### config.mk
export PLATFORM = sky130hd
export DESIGN_NAME = hazard_forward_unit
export DESIGN_NICKNAME = d
export VERILOG_FILES = /design/src/rtl/riscv_defs.sv /design/src/rtl/fwd_select.sv /design/src/rtl/hazard_forward_unit.sv
export SDC_FILE = /design/constraint.sdc
export NUM_CORES = 1
export LEC_CHECK = 0
export CORE_ASPECT_RATIO = 1.75
export CORE_MARGIN = 1.5
export CORE_UTILIZATION = 44
export DETAILED_ROUTE_END_ITERATION = 10
export PLACE_DENSITY = 0.75
export SLEW_MARGIN = 0
export SYNTH_ARGS = -nofsm -noshare
export SYNTH_HDL_FRONTEND = slang
export SYNTH_SLANG_ARGS = --single-unit
### constraint.sdc
create_clock -name i_clock -period 2.1 [get_ports i_clock]
set_input_delay 0.315 -clock i_clock [delete_from_list [all_inputs] [get_ports i_clock]]
set_output_delay 0.315 -clock i_clock [all_outputs]
set_load 0.03 [all_outputs]
### src/rtl/riscv_defs.sv
// Shared register-address, forwarding-select and pipeline-tracking types for the hazard unit.
package riscv_defs;

  localparam int unsigned NB_REG_ADDR = 5;

  typedef logic [NB_REG_ADDR-1:0] reg_addr_t;

  typedef enum logic [1:0] {
    FWD_REGFILE = 2'b00,
    FWD_WB      = 2'b01,
    FWD_EX_MEM  = 2'b10
  } forward_sel_t;

  typedef struct packed {
    logic      valid;
    reg_addr_t rs1;
    reg_addr_t rs2;
    reg_addr_t rd;
    logic      reg_write;
    logic      mem_read;
  } hazard_entry_t;

  localparam hazard_entry_t BUBBLE = '0;

  // True when a tracked instruction will write a non-x0 register equal to addr.
  function automatic logic writes_reg(input logic valid, input logic reg_write,
                                      input reg_addr_t rd, input reg_addr_t addr);
    return valid && reg_write && (rd != '0) && (rd == addr);
  endfunction

endpackage

### src/rtl/fwd_select.sv
// Per-operand forwarding mux select: youngest matching producer wins, x0 never forwards.
module fwd_select
  import riscv_defs::*;
(
  input  hazard_entry_t ex_mem_i,
  input  hazard_entry_t mem_wb_i,
  input  reg_addr_t     src_i,
  output forward_sel_t  sel_o
);

  always_comb begin
    sel_o = FWD_REGFILE;
    if (writes_reg(ex_mem_i.valid, ex_mem_i.reg_write, ex_mem_i.rd, src_i)) begin
      sel_o = FWD_EX_MEM;
    end else if (writes_reg(mem_wb_i.valid, mem_wb_i.reg_write, mem_wb_i.rd, src_i)) begin
      sel_o = FWD_WB;
    end
  end

  logic unused_fields;
  assign unused_fields = ^{ex_mem_i.rs1, ex_mem_i.rs2, ex_mem_i.mem_read,
                           mem_wb_i.rs1, mem_wb_i.rs2, mem_wb_i.mem_read};

endmodule

### src/rtl/hazard_forward_unit.sv
// Pipeline hazard tracker: EX operand forwarding, load-use stall and stall counter.
// HAZARD_FORWARDING_EN selects forwarding; undefined gives a stall-only interlock.
module hazard_forward_unit
  import riscv_defs::*;
#(
  parameter int unsigned NB_WORD = 32
) (
  input  logic                   i_clock,
  input  logic                   i_reset,
  input  logic                   i_id_valid,
  input  logic [NB_REG_ADDR-1:0] i_id_rs1,
  input  logic [NB_REG_ADDR-1:0] i_id_rs2,
  input  logic [NB_REG_ADDR-1:0] i_id_rd,
  input  logic                   i_id_reg_write,
  input  logic                   i_id_mem_read,
  input  logic                   i_flush,
  output logic [1:0]             o_forward_rs1,
  output logic [1:0]             o_forward_rs2,
  output logic                   o_stall,
  output logic [NB_WORD-1:0]     o_stall_count
);

  hazard_entry_t id_entry;
  hazard_entry_t id_ex_d, id_ex_q;
  hazard_entry_t ex_mem_q, mem_wb_q;
  logic [NB_WORD-1:0] stall_count_d, stall_count_q;
  logic hazard;

  assign id_entry = '{valid:     i_id_valid,
                      rs1:       i_id_rs1,
                      rs2:       i_id_rs2,
                      rd:        i_id_rd,
                      reg_write: i_id_reg_write,
                      mem_read:  i_id_mem_read};

`ifdef HAZARD_FORWARDING_EN
  forward_sel_t sel_rs1, sel_rs2;

  fwd_select u_fwd_rs1 (
    .ex_mem_i (ex_mem_q),
    .mem_wb_i (mem_wb_q),
    .src_i    (id_ex_q.rs1),
    .sel_o    (sel_rs1)
  );

  fwd_select u_fwd_rs2 (
    .ex_mem_i (ex_mem_q),
    .mem_wb_i (mem_wb_q),
    .src_i    (id_ex_q.rs2),
    .sel_o    (sel_rs2)
  );

  assign o_forward_rs1 = sel_rs1;
  assign o_forward_rs2 = sel_rs2;

  // Only a load in EX cannot be covered by forwarding.
  assign hazard = i_id_valid && id_ex_q.valid && id_ex_q.mem_read && (id_ex_q.rd != '0) &&
                  ((id_ex_q.rd == i_id_rs1) || (id_ex_q.rd == i_id_rs2));
`else
  assign o_forward_rs1 = FWD_REGFILE;
  assign o_forward_rs2 = FWD_REGFILE;

  // Regfile writes in the first half-cycle, so an MEM/WB producer is already visible.
  assign hazard = i_id_valid &&
                  (writes_reg(id_ex_q.valid, id_ex_q.reg_write, id_ex_q.rd, i_id_rs1)   ||
                   writes_reg(id_ex_q.valid, id_ex_q.reg_write, id_ex_q.rd, i_id_rs2)   ||
                   writes_reg(ex_mem_q.valid, ex_mem_q.reg_write, ex_mem_q.rd, i_id_rs1) ||
                   writes_reg(ex_mem_q.valid, ex_mem_q.reg_write, ex_mem_q.rd, i_id_rs2));
`endif

  // A flush kills the ID instruction, so there is nothing left to stall for.
  assign o_stall = hazard && !i_flush;

  always_comb begin
    id_ex_d = BUBBLE;
    if (i_id_valid && !o_stall && !i_flush) begin
      id_ex_d = id_entry;
    end
  end

  always_comb begin
    stall_count_d = stall_count_q;
    if (o_stall && (stall_count_q != '1)) begin
      stall_count_d = stall_count_q + NB_WORD'(1);
    end
  end

  always_ff @(posedge i_clock or negedge i_reset) begin
    if (!i_reset) begin
      id_ex_q       <= BUBBLE;
      ex_mem_q      <= BUBBLE;
      mem_wb_q      <= BUBBLE;
      stall_count_q <= '0;
    end else begin
      id_ex_q       <= id_ex_d;
      ex_mem_q      <= id_ex_q;
      mem_wb_q      <= ex_mem_q;
      stall_count_q <= stall_count_d;
    end
  end

  assign o_stall_count = stall_count_q;

  logic unused_fields;
  assign unused_fields = ^{id_ex_q, ex_mem_q, mem_wb_q};

endmodule

==> impl_metrics.toml, run 1 <==
[synth]
synth_top_cell_area_share_pct = 48.7
syn_avg_cell_area_um2 = 10.8
ys_ff_latch = 46
syn_area_um2 = 2360
yosysUniqueCellTypes = 34
ys_top_cells_by_area = "dfrtp_1 49%, xnor2_1 11%, xor2_1 7.8%, nand4_1 5.0%, nand3_1 2.5%"
synth_largest_area_cell = "dfrtp_1"
ys_seq_area_share_pct = 48.7
yosysWarnings = 0
synth_cells = 219

[routing]
drc = 0
wl_um = 6030
ant_nets = 0
num_vias = 2001
wl_per_cell_um = 16.2
viasPerCell = 5.38
drtPass1Iterations = 4
drt_iter0_drc = 64

[cells_and_area]
area_delta_synth_final_pct = 54.6
final_util_pct = 70.2
layout_commonest_cell = "clkdlybuf4s50_1"
mostFrequentLayoutCells = "50 x clkdlybuf4s50_1, 34 x buf_4, 32 x dfrtp_1, 22 x xnor2_1, 21 x xor2_1"
nets = 338
fillCellCount = 368
drive_gt1_share_pct = 34.7
diodes = 0

[clock_network]
numCtsBuffers = 5
insertion_delay_ps = 300
clock_path_buffers = 2
cts.sinks = 46
cts-root-buf = "clkbuf_8"
path_clk_slew_ps = 70
htreeDepth = 2
cts_tree = "done"

[pwr]
p_leak_nw = 1.56
p_comb_share_pct = 9.1
internal-power_mw = 1.24
seq_power_share_pct = 56.6
switchingPower_mw = 0.364
power_per_cell_area_nw_per_um2 = 438
vdd_ir_drop_max_uv = 425
fin_total_pwr_mw = 1.60
p_sw_share_pct = 22.8
p_clk_share_pct = 34.2

[die]
boundaryPins = 58
fp-row-count = 35
core_area_um2 = 5210
die_area_um2 = 5840
chipWidth_um = 58.4
start_util_pct = 45.4
dieHeight_um = 100

[timing]
finalHoldViolCount = 0
setup_viol = 33
post-route-period-util_pct = 112
layout_setup_ws_ps = -257
drv_slew = 0
worst_hold_slack_ps = 394
max_slew_margin_pct = 65.0
finClkSkew_ps = 13.0
grt_setup_unrepaired = "true"
tightest_slew_ps = 525
fmax_mhz = 424
min_period_ps = 2360

[min_path]
hold_path.class = "flip-flop to flip-flop"

[place]
hpwl_um = 4070
post-place-ws_ps = -244
portBuffers = 52
gp_congestion = 0.807

[worst_setup_path]
crit_path_cell_trace = "or4_4 > o211ai_1 > or2_4 > o32ai_4 > buf_6 > buf_6"
required_ps = 1780
start_kind = "flip-flop"
criticalPathCategory = "flip-flop to output port"
cpPeakStageDelay_ps = 530
crit_path_end_kind = "output port"
slowest_stage = "or4_4"
cp_top_family = "simple AND/OR/NAND/NOR gates"
cpMostUsedCell = "buf_6"
crit_path_max_fanout = 2
cp.arrival_ps = 2040
cp.buffers_inverters = 2

[outcome]
violations = "negative setup slack"
status = "finished with violations"

[global_route]
track_usage_pct = 20.3
grt_pass1_vias = 2015
grt_pass1_wl_um = 9110
grt_max_degree = 24
grt_antenna_before_repair = 0
grt_overflow = 0

[job]
cap_violations = 0
[cell type report]
cell class	count	area (um^2)	share of cell area, %
multi-input cells	162	1360	37.1
flip-flops and latches	46	1170	32.0
repair buffers	98	958	26.2
clock buffers	7	86.3	2.36
well taps	55	68.8	1.88
inverters	3	11.3	0.308
clock inverters	1	5.00	0.137
[metrics by stage]
| stage | instances | instance area, um^2 | setup TNS (ps) |
|---|---|---|---|
| floorplan | 222 | 2400 | 0 |
| global placement | 350 | 3150 | -5020 |
| detailed placement | 350 | 3150 | -5480 |
| CTS | 366 | 3350 | -808 |
| global route | 372 | 3660 | -6070 |
| finish | 372 | 3660 | -3380 |
[cells by family after synthesis]
family / synth area share, %
muxes: 0.476
and+or+nand+nor: 24.8
xor gates and xnor gates: 18.9
adders and majority gates: 0.529
AOI/OAI and AO/OA: 2.22
DFF: 48.7
buffers and inverters: 4.29
other: 0.159
[state kept, by name, summed over array words and instances, names as in the netlist]
register / count
id_ex_q: 7
ex_mem_q: 7
o_stall_count: 32
[worst paths after layout]
kind                             start                end  slack [ps]  depth (start not counted)
hold / removal              id_ex_q[1]        ex_mem_q[1]         390                          0
setup reg to reg           ex_mem_q[4]  o_stall_count[14]        -200                          9
hold reg to reg             id_ex_q[1]        ex_mem_q[1]         390                          0
max in group asynchronous      i_reset  o_stall_count[24]         950                          3
min in group asynchronous      i_reset  o_stall_count[23]         520                          2
setup / recovery           ex_mem_q[4]            o_stall        -260                          6
[metal layers]
layer  vias up  share of wire [%]  track usage [%]  wire length (um)
met4         0                2.2             7.51               132
li1        953                  -                -                 -
met3         9                3.7             3.09               222
met5         -                  0                0                 0
met2        55                 55             37.4              3320
met1       984                 39             22.7              2350
[Yosys cell counts]
library cell / n
a22oi_1: 2
and2_1: 9
and3_1: 5
and3_2: 3
and4_1: 4
buf_1: 1
buf_2: 3
buf_4: 4
buf_6: 1
buf_8: 2
conb_1: 1
dfrtp_1: 46
ha_1: 1
inv_1: 3
mux2_2: 1
nand2_1: 9
nand2_2: 1
nand2b_1: 1
nand3_1: 12
nand3_2: 6
nand4_1: 19
nor2_1: 10
nor3_1: 12
nor3b_1: 1
nor4_1: 1
o211ai_1: 2
o22ai_1: 1
o32ai_2: 1
or2_2: 1
or2_4: 1
or3_1: 1
or4_1: 3
xnor2_1: 30
xor2_1: 21
[power by group through the flow]
stage | combinational [mW] | clock [mW] | sequential [mW]
2_1_floorplan | 0.0530 | 0 | 0.925
3_3_place_gp | 0.134 | 0 | 0.922
3_5_place_dp | 0.135 | 0 | 0.923
4_1_cts | 0.143 | 0.559 | 0.906
5_1_grt | 0.159 | 0.598 | 0.907
6_report | 0.146 | 0.548 | 0.906
[worst register-to-register path: stages, from the launching register on]
cell,delay (ps)
dfrtp_1,380
or4_4,530
o211ai_1,300
or2_4,200
o32ai_4,80
buf_6,140
buf_4,150
buf_8,130
and3_4,140
xor2_1,140
[what timing repair did]
item,CTS,global route
hold endpoints to repair,14,0
gates resized for setup,11,41
buffers inserted,8,7
hold buffers,1,0
setup endpoints to repair,2,38
pin swaps,9,24
gates cloned,0,2
No activity file was read; power rests on OpenSTA's default activity.
==> run 2, diff against run 1 <==
--- a/config.mk
+++ b/config.mk
@@ -10,6 +10,7 @@
 export CORE_UTILIZATION = 44
 export DETAILED_ROUTE_END_ITERATION = 10
 export PLACE_DENSITY = 0.75
+export RECOVER_POWER = 50
 export SLEW_MARGIN = 0
 export SYNTH_ARGS = -nofsm -noshare
 export SYNTH_HDL_FRONTEND = slang
==> run 2 against run 1 <==
  * The run still ends with negative setup slack left
  * Non-clock buffer count unchanged
  * Maximum frequency increased by 0.25%
  * Setup slack improved by 5.9 ps
  * Global-route usage unchanged
  * Design area decreased by 0.31%
  * Combinational power about the same
  * First-iteration DRC count decreased by 41%
  * Sequential power about the same
==> impl_metrics.toml, run 2 (synthesized netlist as in run 1, its figures left out) <==
[place]
post-place-ws_ps = -244
portBuffers = 52
dpl_cell_area_um2 = 3150
gp_congestion = 0.807
placedCellCount = 350
hpwl_um = 4070

[cells_and_area]
area_delta_synth_final_pct = 54.1
mostFrequentLayoutCells = "50 x clkdlybuf4s50_1, 32 x dfrtp_1, 30 x buf_4, 22 x xnor2_1, 21 x xor2_1"
fin_cells = 372
layout_commonest_cell = "clkdlybuf4s50_1"
stdcell_area_um2 = 3640
largest_reg_flops = 32
nets = 338
diodes = 0
final_util_pct = 69.9
drive_gt1_share_pct = 33.8

[timing]
min_period_ps = 2350
max_slew_margin_pct = 16.9
setup_viol = 33
worst_hold_slack_ps = 395
tightest_slew_ps = 1250
finClkSkew_ps = 13.5
post-route-period-util_pct = 112
drv_slew = 0
layout_setup_ws_ps = -251
fin_setup_tns_ps = -3190
finalHoldViolCount = 0
grt_setup_unrepaired = "true"
fmax_mhz = 425

[global_route]
track_usage_pct = 20.3
grt_pass1_wl_um = 9110
grt_antenna_before_repair = 0
grt_overflow = 0
grt_pass1_vias = 2015
grt_max_degree = 24

[clock_network]
cts.sinks = 46
cts-root-buf = "clkbuf_8"
insertion_delay_ps = 300
cts_tree = "done"
path_clk_slew_ps = 70
numCtsBuffers = 5
htreeDepth = 2
clock_path_buffers = 2

[worst_setup_path]
crit_path_cell_trace = "or4_4 > o211ai_1 > or2_4 > o32ai_4 > buf_6 > buf_6"
reg2reg_depth = 9
crit_path_max_fanout = 2
crit_path_end_kind = "output port"
start_kind = "flip-flop"
slowest_stage = "or4_4"
cpMostUsedCell = "buf_6"
criticalPathCategory = "flip-flop to output port"
required_ps = 1780
cp.arrival_ps = 2040
cpPeakStageDelay_ps = 530

[routing]
drt_iter0_drc = 38
wl_um = 6040
wl_per_cell_um = 16.2
ant_nets = 0
drtPass1Iterations = 4
drc = 0
num_vias = 2003
viasPerCell = 5.38

[pwr]
p_leak_nw = 1.55
vdd_ir_drop_max_uv = 425
fin_total_pwr_mw = 1.60
power_per_cell_area_nw_per_um2 = 438

[min_path]
hold_path.class = "flip-flop to flip-flop"
whs_path_depth = 0

[outcome]
status = "finished with violations"
violations = "negative setup slack"

[die]
dieHeight_um = 100
fp-row-count = 35
chipWidth_um = 58.4
boundaryPins = 58
die_area_um2 = 5840
start_util_pct = 45.4
core_area_um2 = 5210

[job]
cap_violations = 0
==> run 2: changes by cell type in the layout (fill, tap and decap cells not counted), sizes merged <==
cell    before  now
clkbuf       9   14
buf         45   40
==> run 2: area by class of cell <==
type | count | area, um^2
Timing Repair Buffer | 98 | 947
Sequential cell | 46 | 1170
Multi-Input combinational cell | 162 | 1360
Inverter | 3 | 11.3
Clock inverter | 1 | 5.00
Fill cell | 372 | 1570
Tap cell | 55 | 68.8
Clock buffer | 7 | 86.3
==> run 2: worst max-delay path, delay by kind of cell, from the launching register on <==
| kind | cells | cell delay [ps] |
|---|---|---|
| DFF | 1 | 380 |
| AOI/OAI and AO/OA | 2 | 380 |
| buffers and inverters | 2 | 270 |
| and+or+nand+nor | 2 | 730 |
==> run 2: power by group <==
| group | total, mW | internal (mW) | switching [mW] |
|---|---|---|---|
| registers | 0.906 | 0.897 | 0.00934 |
| clock network | 0.548 | 0.266 | 0.282 |
| logic | 0.144 | 0.0713 | 0.0725 |
| total | 1.60 | 1.23 | 0.364 |
==> run 2: path summary, 6_finish.rpt <==
kind	slack (ps)	from	end
worst max-delay path	-250	ex_mem_q[4]	o_stall
min in group asynchronous	800	i_reset	o_stall_count[23]
worst min register to register	400	id_ex_q[1]	ex_mem_q[1]
max in group asynchronous	310	i_reset	o_stall_count[24]
worst min-delay path	400	id_ex_q[1]	ex_mem_q[1]
worst max register to register	-200	ex_mem_q[4]	o_stall_count[14]
==> run 2: repair_timing <==
item	in CTS	in global routing
pin swaps	9	24
hold buffers	1	0
buffers inserted	8	7
gates cloned	0	2
hold endpoints to repair	14	0
gates resized for setup	11	41
setup endpoints to repair	2	38
==> run 2: metal layers <==
metal	routed length [um]	GRT usage [%]	share of wire (%)
met1	2370	22.7	39
met2	3340	37.4	55
met3	202	3.09	3.3
met4	132	7.51	2.2
met5	0	0	0
==> run 3, diff against run 2 <==
--- a/config.mk
+++ b/config.mk
@@ -5,13 +5,16 @@
 export SDC_FILE = /design/constraint.sdc
 export NUM_CORES = 1
 export LEC_CHECK = 0
+export CELL_PAD_IN_SITES_DETAIL_PLACEMENT = 1
+export CELL_PAD_IN_SITES_GLOBAL_PLACEMENT = 1
 export CORE_ASPECT_RATIO = 1.75
 export CORE_MARGIN = 1.5
-export CORE_UTILIZATION = 44
+export CORE_UTILIZATION = 34
 export DETAILED_ROUTE_END_ITERATION = 10
-export PLACE_DENSITY = 0.75
+export PLACE_DENSITY_LB_ADDON = 0.1
 export RECOVER_POWER = 50
 export SLEW_MARGIN = 0
 export SYNTH_ARGS = -nofsm -noshare
 export SYNTH_HDL_FRONTEND = slang
 export SYNTH_SLANG_ARGS = --single-unit
+export TNS_END_PERCENT = 30
==> run 3 against run 2 <==
  * The run still ends with negative setup slack left
  * First-iteration DRC count grew 13%
  * Clock-buffer cell count is the same
  * Sequential power is essentially flat
  * Clock power grew 44%
==> impl_metrics.toml, run 3 (synthesized netlist as in run 1, its figures left out) <==
[clock_network]
numCtsBuffers = 5
cts-root-buf = "clkbuf_16"
cts.sinks = 46
clock_path_buffers = 2
htreeDepth = 2
insertion_delay_ps = 290
cts_tree = "done"
path_clk_slew_ps = 60

[timing]
drv_slew = 0
min_period_ps = 2300
max_slew_margin_pct = 13.3
post-route-period-util_pct = 110
grt_setup_unrepaired = "true"
tightest_slew_ps = 1300
finClkSkew_ps = 3.32
fin_setup_tns_ps = -441
setup_viol = 3
fmax_mhz = 434
layout_setup_ws_ps = -202
finalHoldViolCount = 0

[min_path]
hold_path.class = "primary input to asynchronous set/reset pin"

[worst_setup_path]
start_kind = "flip-flop"
crit_path_end_kind = "output port"
cp.arrival_ps = 1990
required_ps = 1780
crit_path_max_fanout = 2
criticalPathCategory = "flip-flop to output port"

[pwr]
fin_total_pwr_mw = 1.84
p_leak_nw = 1.40
power_per_cell_area_nw_per_um2 = 544
vdd_ir_drop_max_uv = 415

[routing]
drt_iter0_drc = 43
drtPass1Iterations = 3
wl_um = 6340
ant_nets = 0
wl_per_cell_um = 16.3
drc = 0
num_vias = 1935
viasPerCell = 4.99

[outcome]
violations = "negative setup slack"
status = "finished with violations"

[cells_and_area]
nets = 325
diodes = 0
drive_gt1_share_pct = 25.7
fin_cells = 388
mostFrequentLayoutCells = "50 x clkdlybuf4s50_1, 32 x dfrtp_1, 30 x xnor2_1, 29 x buf_4, 21 x xor2_1"
area_delta_synth_final_pct = 43.0
layout_commonest_cell = "clkdlybuf4s50_1"
largest_reg_flops = 32

[global_route]
grt_max_degree = 25
grt_pass1_vias = 2129
grt_pass1_wl_um = 10300
grt_antenna_before_repair = 0
grt_overflow = 0
track_usage_pct = 18.3

[job]
cap_violations = 0

[die]
core_area_um2 = 6810
boundaryPins = 58
die_area_um2 = 7480
fp-row-count = 40
chipWidth_um = 66.0
dieHeight_um = 113
start_util_pct = 34.7

[place]
hpwl_um = 4910
gp_congestion = 0.728
portBuffers = 52
placedCellCount = 378
-- run 3: cell types whose count changed in the layout (fill, tap and decap cells not counted), sizes merged --
cell,delta
buf,-8
clkbuf,-4
dlygate4sd3,-1
-- run 3: worst max-delay path, stage by stage, from the launching register on --
cell and delay [ps]:
dfrtp_1 380, or4_4 550, o211ai_1 240, or2_4 180, o32ai_4 70, buf_6 150, buf_6 130
-- run 3: final cells by class --
class	instances	area [um^2]
inverters	3	11.3
fillers	776	3420
well taps	84	105
repair buffers	85	773
flip-flops and latches	46	1170
clock buffers	7	143
multi-input cells	162	1180
clock inverters	1	5.00
-- run 3: final timing paths --
path,start,endpoint,slack (ps),cells after the start
min in group i_clock,id_ex_q[1],ex_mem_q[1],380,0
worst min-delay path,i_reset,o_stall_count[26],300,1
worst max register to register,ex_mem_q[5],o_stall_count[1],-160,8
max in group asynchronous,i_reset,o_stall_count[25],500,2
worst max-delay path,ex_mem_q[5],o_stall,-200,6
worst min register to register,id_ex_q[1],ex_mem_q[1],380,0
-- run 3: timing repair --
action	CTS	global route
setup buffers	1	1
hold buffers	0	0
gates resized for setup	7	8
endpoints found under the setup margin	14	32
pin swaps	3	5
-- run 3: per-layer routing --
metal / up-vias / track usage (%) / wire length [um]
li1: 918 / - / -
met1: 975 / 17.8 / 2210
met2: 35 / 37.0 / 3830
met3: 7 / 3.08 / 208
met4: 0 / 6.12 / 91
met5: - / 0 / 0
-- run 3: metrics by stage --
| step | hold WS, ps | utilization (%) | setup WS [ps] | cell area [um^2] |
|---|---|---|---|---|
| 5_1_grt | 390 | 49.7 | -256 | 3380 |
| 4_1_cts | 36.1 | 49.4 | -234 | 3360 |
| 3_5_place_dp | 341 | 46.7 | -340 | 3180 |
| 6_report | 298 | 49.7 | -202 | 3380 |
| 2_1_floorplan | 19.4 | - | 1.87 | 2400 |
| 3_3_place_gp | 342 | 46.7 | -319 | 3180 |
-- run 3: report_power, final --
| part | switching (mW) | internal, mW | total (mW) |
|---|---|---|---|
| logic | 0.0745 | 0.0686 | 0.143 |
| registers | 0.00983 | 0.898 | 0.908 |
| clock network | 0.316 | 0.472 | 0.787 |
| total | 0.400 | 1.44 | 1.84 |
